<file path="src/rtl/prog_mem.sv">
// prog_mem: single-port-write / single-port-read program memory with a
// power-up/reset clear sweep and registered 1-cycle fetch path.
// Optional feature macro: PROG_MEM_FWD_EN -- same-cycle, same-address
// load-to-fetch forwarding (default build returns the pre-write word).
module prog_mem #(
  parameter int DW    = 32,
  parameter int DEPTH = 32,
  parameter int AW    = 5
) (
  input  logic          clk_i,
  input  logic          rst_i,
  output logic          busy_o,
  input  logic          load_we_i,
  input  logic [AW-1:0] load_addr_i,
  input  logic [DW-1:0] load_data_i,
  input  logic          fetch_req_i,
  input  logic [AW-1:0] fetch_addr_i,
  output logic [DW-1:0] fetch_data_o,
  output logic          fetch_valid_o,
  output logic          fetch_err_o
);

  typedef enum logic [0:0] {
    ST_CLEAR = 1'b0,
    ST_RUN   = 1'b1
  } state_t;

  localparam logic [AW-1:0] LAST_ADDR = AW'(DEPTH - 1);

  state_t        r_state;
  state_t        w_state_nxt;
  logic [AW-1:0] r_clr_cnt;
  logic [AW-1:0] w_clr_cnt_nxt;
  logic          w_clr_en;

  logic [DW-1:0] r_mem [DEPTH];

  logic          w_load_en;
  logic          w_fetch_in_range;
  logic [DW-1:0] w_fetch_word;

  logic [DW-1:0] r_fetch_data;
  logic          r_fetch_valid;
  logic          r_fetch_err;

  // Word addresses at or beyond DEPTH exist in the address space when DEPTH
  // is not a power of two; they must never touch storage.
  function automatic logic addr_in_range(input logic [AW-1:0] addr);
    return (32'(addr) < 32'(DEPTH));
  endfunction

  assign w_load_en        = (r_state == ST_RUN) && load_we_i && addr_in_range(load_addr_i);
  assign w_fetch_in_range = addr_in_range(fetch_addr_i);

  // State and sweep-counter register; reset restarts the sweep at word 0.
  always_ff @(posedge clk_i) begin
    if (rst_i) begin
      r_state   <= ST_CLEAR;
      r_clr_cnt <= '0;
    end else begin
      r_state   <= w_state_nxt;
      r_clr_cnt <= w_clr_cnt_nxt;
    end
  end

  // Next-state logic: CLEAR zeroes one word per cycle until the last word.
  always_comb begin
    w_state_nxt   = r_state;
    w_clr_cnt_nxt = r_clr_cnt;
    w_clr_en      = 1'b0;
    case (r_state)
      ST_CLEAR: begin
        w_clr_en = 1'b1;
        if (r_clr_cnt == LAST_ADDR) begin
          w_state_nxt   = ST_RUN;
          w_clr_cnt_nxt = '0;
        end else begin
          w_clr_cnt_nxt = r_clr_cnt + AW'(1);
        end
      end
      ST_RUN: begin
        w_state_nxt   = ST_RUN;
        w_clr_cnt_nxt = r_clr_cnt;
      end
      default: begin
        w_state_nxt   = ST_CLEAR;
        w_clr_cnt_nxt = '0;
      end
    endcase
  end

  assign busy_o = (r_state == ST_CLEAR);

  // Storage write port: sweep zeroes in CLEAR, program loads in RUN; frozen in reset.
  always_ff @(posedge clk_i) begin
    if (!rst_i) begin
      if (w_clr_en) begin
        r_mem[r_clr_cnt] <= '0;
      end else if (w_load_en) begin
        r_mem[load_addr_i] <= load_data_i;
      end
    end
  end

  // Fetch word selection; with forwarding a same-address load wins over storage.
  always_comb begin
    w_fetch_word = '0;
`ifdef PROG_MEM_FWD_EN
    if (w_load_en && (load_addr_i == fetch_addr_i)) begin
      w_fetch_word = load_data_i;
    end else begin
      w_fetch_word = r_mem[fetch_addr_i];
    end
`else
    w_fetch_word = r_mem[fetch_addr_i];
`endif
  end

  // Registered fetch result; idle, CLEAR and out-of-range all present a zero word.
  always_ff @(posedge clk_i) begin
    if (rst_i) begin
      r_fetch_valid <= 1'b0;
      r_fetch_err   <= 1'b0;
      r_fetch_data  <= '0;
    end else if ((r_state == ST_RUN) && fetch_req_i) begin
      r_fetch_valid <= 1'b1;
      if (w_fetch_in_range) begin
        r_fetch_err  <= 1'b0;
        r_fetch_data <= w_fetch_word;
      end else begin
        r_fetch_err  <= 1'b1;
        r_fetch_data <= '0;
      end
    end else begin
      r_fetch_valid <= 1'b0;
      r_fetch_err   <= 1'b0;
      r_fetch_data  <= '0;
    end
  end

  assign fetch_data_o  = r_fetch_data;
  assign fetch_valid_o = r_fetch_valid;
  assign fetch_err_o   = r_fetch_err;

endmodule
</file>
<file path="config.mk">
export PLATFORM = sky130hd
export DESIGN_NAME = prog_mem
export DESIGN_NICKNAME = d
export VERILOG_FILES = /design/src/rtl/prog_mem.sv
export SDC_FILE = /design/constraint.sdc
export NUM_CORES = 1
export LEC_CHECK = 0
export CORE_MARGIN = 4
export CORE_UTILIZATION = 39
export DETAILED_ROUTE_END_ITERATION = 16
export PLACE_DENSITY = 0.52
export SYNTH_ARGS = -nofsm -noshare
export SYNTH_HDL_FRONTEND = slang
export SYNTH_SLANG_ARGS = --single-unit
</file>
<file path="constraint.sdc">
create_clock -name clk_i -period 8.4 [get_ports clk_i]
set_input_delay 1.26 -clock clk_i [delete_from_list [all_inputs] [get_ports clk_i]]
set_output_delay 1.26 -clock clk_i [all_outputs]
set_load 0.01 [all_outputs]
</file>
==> results.md <==
* Run status: completed
* FF+latch area at 31500 um^2
* Post-CTS setup buffer count at 0
* Max incr delay on CP at 1140 ps
* Type of destination of the critical path: flop
* Sequential area share after synthesis at 77.9%
* Pin count of the biggest net entering global routing at 90
* Endpoint, Worst Hold: r_clr_cnt[3]$_SDFFE_PP0N_
* Number of max-capacitance violations reported at 0
* Netlist area before placement at 40500 um^2
* Finished Layout Cells at 3417
* Total Routed Length at 107000 um
* Setup TNS at 0 ps
* Post-route clock skew at 20.1 ps
* Worst vdd ir at 0.000147 V
* Quantity of hold-fixing buffers added after cts at 0
* Area inside the core boundary at 102000 um^2
* R2R Setup Slk at 4460 ps
* HPWL after detailed placement at 62800 um
* Maximum count of clock buffers along a single path at 3
* CTS HTree Levels at 3
* Sort of element at the start of the critical path: input port
* Footprint of the multi-input gates at 8560 um^2
* Crit path DAT at 4800 ps
* Warnings from Yosys at 0
* Final Setup Violations at 0
* Total clock buffers created by CTS at 110
* I/O pin cnt at 81
* Hold Violations, Final at 0
* Unrepaired setup endpoints after global routing: false
* Share of final-layout standard cells stronger than drive strength 1 at 24.1%
* Global-route wire length before repair at 150000 um
* Initial antenna violation count at 9
* Number of iterations in the first detailed-routing pass at 5
* Clock transition time at the flip-flop clock pins of the worst setup and hold paths at 60 ps
* Actual slew at the worst max-slew pin at 1220 ps
* Average instance area after synthesis at 22.2 um^2
* Number of gates resized after cts at 0
* Part of the cycle the worst path needs at 53.7%
* Slowest CP cell: nor2_4
* Routability-driven placement congestion ratio at 0.775
* DRC violations left at 0
* Die footprint at 109000 um^2
* Start point of the worst hold path: r_clr_cnt[1]$_SDFFE_PP0N_
* Final Max Tran Viols at 0
* Synth Instances at 1825
* Max-Slew Margin vs Limit at 18.0%
* Number of rows in the core area at 117
* Most frequent standard cell in the layout excluding fill and tap cells: edfxtp_1
* Cell chain of the critical path: clkdlybuf4s50_1, and3b_2, mux2i_1, nand2_1, nor2_4
* FF+latch count, synth at 1063
* Post-layout util at 45.4%
* Post-synthesis net count at 1873
* Net count, final at 1999
* Worst reg2reg endpoint: r_mem[26][4]$_DFFE_PP_
* Die span in x at 330 um
* DR WL/cell at 31.4 um
* Number of placed instances with taps included at 3207
* Clk_lat worst skew at 680 ps
* Via count of the first global-routing pass at 19384
* Final Power at 10.9 mW
* Synth unique cells at 37
* Highest net fanout along the worst path at 41
* Grt total ovfl at 0
* Layout area overhead at 14.8%
* Worst r2r path cells at 4
* CTS tree: built
* Aggregate global-route resource usage at 19.7%
* Post-route minimum period at 4510 ps
* Starting density of the core at 39.5%
* Clock root buffer: clkbuf_16
* Worst hold path stage count at 2
* Required time of the critical path at 8690 ps
* Number of fill cells in the layout at 8578
* Areal power density over the cells at 234 nW/um^2
* Via Count at 19285
* Upper clock frequency limit at 0.222 GHz
* HP Class: flop to flop
* Static leakage at 16.1 nW
* RR Startpoint: r_state$_SDFF_PP0_
* Path type of the worst setup path: input port to flop
* Commonest non-fill, non-tap cells in the layout: edfxtp_1, mux4_2, mux2i_1
* IO buf count at 79
* Die Ht at 330 um
* Count of nets left with antenna violations after detail routing at 0
* Number of sinks on the clock net at 1063
* Per-cell via count in the routed design at 5.64
* Number of design-rule violations left by the first detailed-router iteration at 1961
-- area by class of cell --
class	instances	share of cell area, %
antenna	3	0.0162
clock inverter	66	1.07
clock buffer	141	6.46
inverter	3	0.0296
timing repair buffer	121	2.48
sequential	1063	67.8
tap	1368	3.68
multi-input combinational	652	18.4
-- worst max-delay path, delay by kind of cell --
family | cells | cell delay (ps)
buffers and inverters | 1 | 560
muxes | 1 | 330
and+or+nand+nor | 3 | 2590
-- cell usage after synthesis --
library cell	n	area, um^2
nor2_2	1	6.26
ha_1	2	25.0
and3b_1	1	8.76
nand4_1	1	6.26
inv_1	3	11.3
mux2_2	2	22.5
buf_2	27	135
nand3_1	1	5.00
nor2b_1	2	12.5
nor2_1	41	154
buf_1	1	3.75
buf_4	29	218
edfxtp_1	1024	30700
o2111ai_1	11	96.3
nor3_1	3	15.0
and3_1	1	6.26
or2_2	1	6.26
a221o_1	32	320
a221oi_1	21	184
clkbuf_1	35	131
buf_12	2	40.0
dfxtp_1	39	781
buf_6	13	146
a21oi_1	5	25.0
a31oi_1	33	206
o21ai_1	10	50.1
mux2i_1	135	1350
nand2_1	34	128
nor3b_1	1	7.51
o21ai_0	15	75.1
and2_1	33	206
nand2b_1	5	31.3
conb_1	1	3.75
nand3b_1	3	22.5
a22oi_1	32	240
mux4_2	224	5040
nor2b_2	1	8.76
-- registers in the layout, summed over array words and instances, names as in the netlist --
register	cells
r_mem	1024
r_state	1
fetch_data_o	32
r_clr_cnt	5
fetch_valid_o	1
-- stage by stage --
stage	cell area (um^2)	worst slack [ps]	hold WS, ps
2_1_floorplan	40500	4160	504
3_3_place_gp	43000	3190	546
3_5_place_dp	43000	3100	568
4_1_cts	46500	3830	579
5_1_grt	46500	3740	631
6_report	46500	3890	576
-- report_power, final --
part           switching (mW)  internal (mW)  total, mW  leakage, nW
clock                    2.02           2.70       4.72         1.73
sequential            0.00868           5.76       5.77         11.1
combinational           0.228          0.147      0.375         3.25
-- worst max-delay path by stage --
stage / start / to / slack, ps / cells past startpoint
floorplan: rst_i / r_mem[2][0]$_DFFE_PP_ / 4160 / 7
global placement: rst_i / r_mem[6][21]$_DFFE_PP_ / 3190 / 5
detailed placement: rst_i / r_mem[26][3]$_DFFE_PP_ / 3100 / 5
CTS: rst_i / r_mem[6][16]$_DFFE_PP_ / 3830 / 5
global route: rst_i / r_mem[6][28]$_DFFE_PP_ / 3740 / 5
finish: rst_i / r_mem[26][4]$_DFFE_PP_ / 3890 / 5
-- routing by layer --
metal	GRT usage, %	share of wire, %
met2	32.0	49
met5	0	0
met1	27.8	43
met3	3.82	6.3
met4	4.91	2.3
-- cell families after synthesis --
logic type | count (synthesis) | share of synthesized area, %
adders and majority gates | 2 | 0.0618
and+or+nand+nor | 129 | 1.54
buffers and inverters | 110 | 1.69
DFF | 1063 | 77.9
muxes | 361 | 15.9
other | 1 | 0.00926
AOI/OAI and AO/OA | 159 | 2.96
Power figures use the tool's default switching activity.
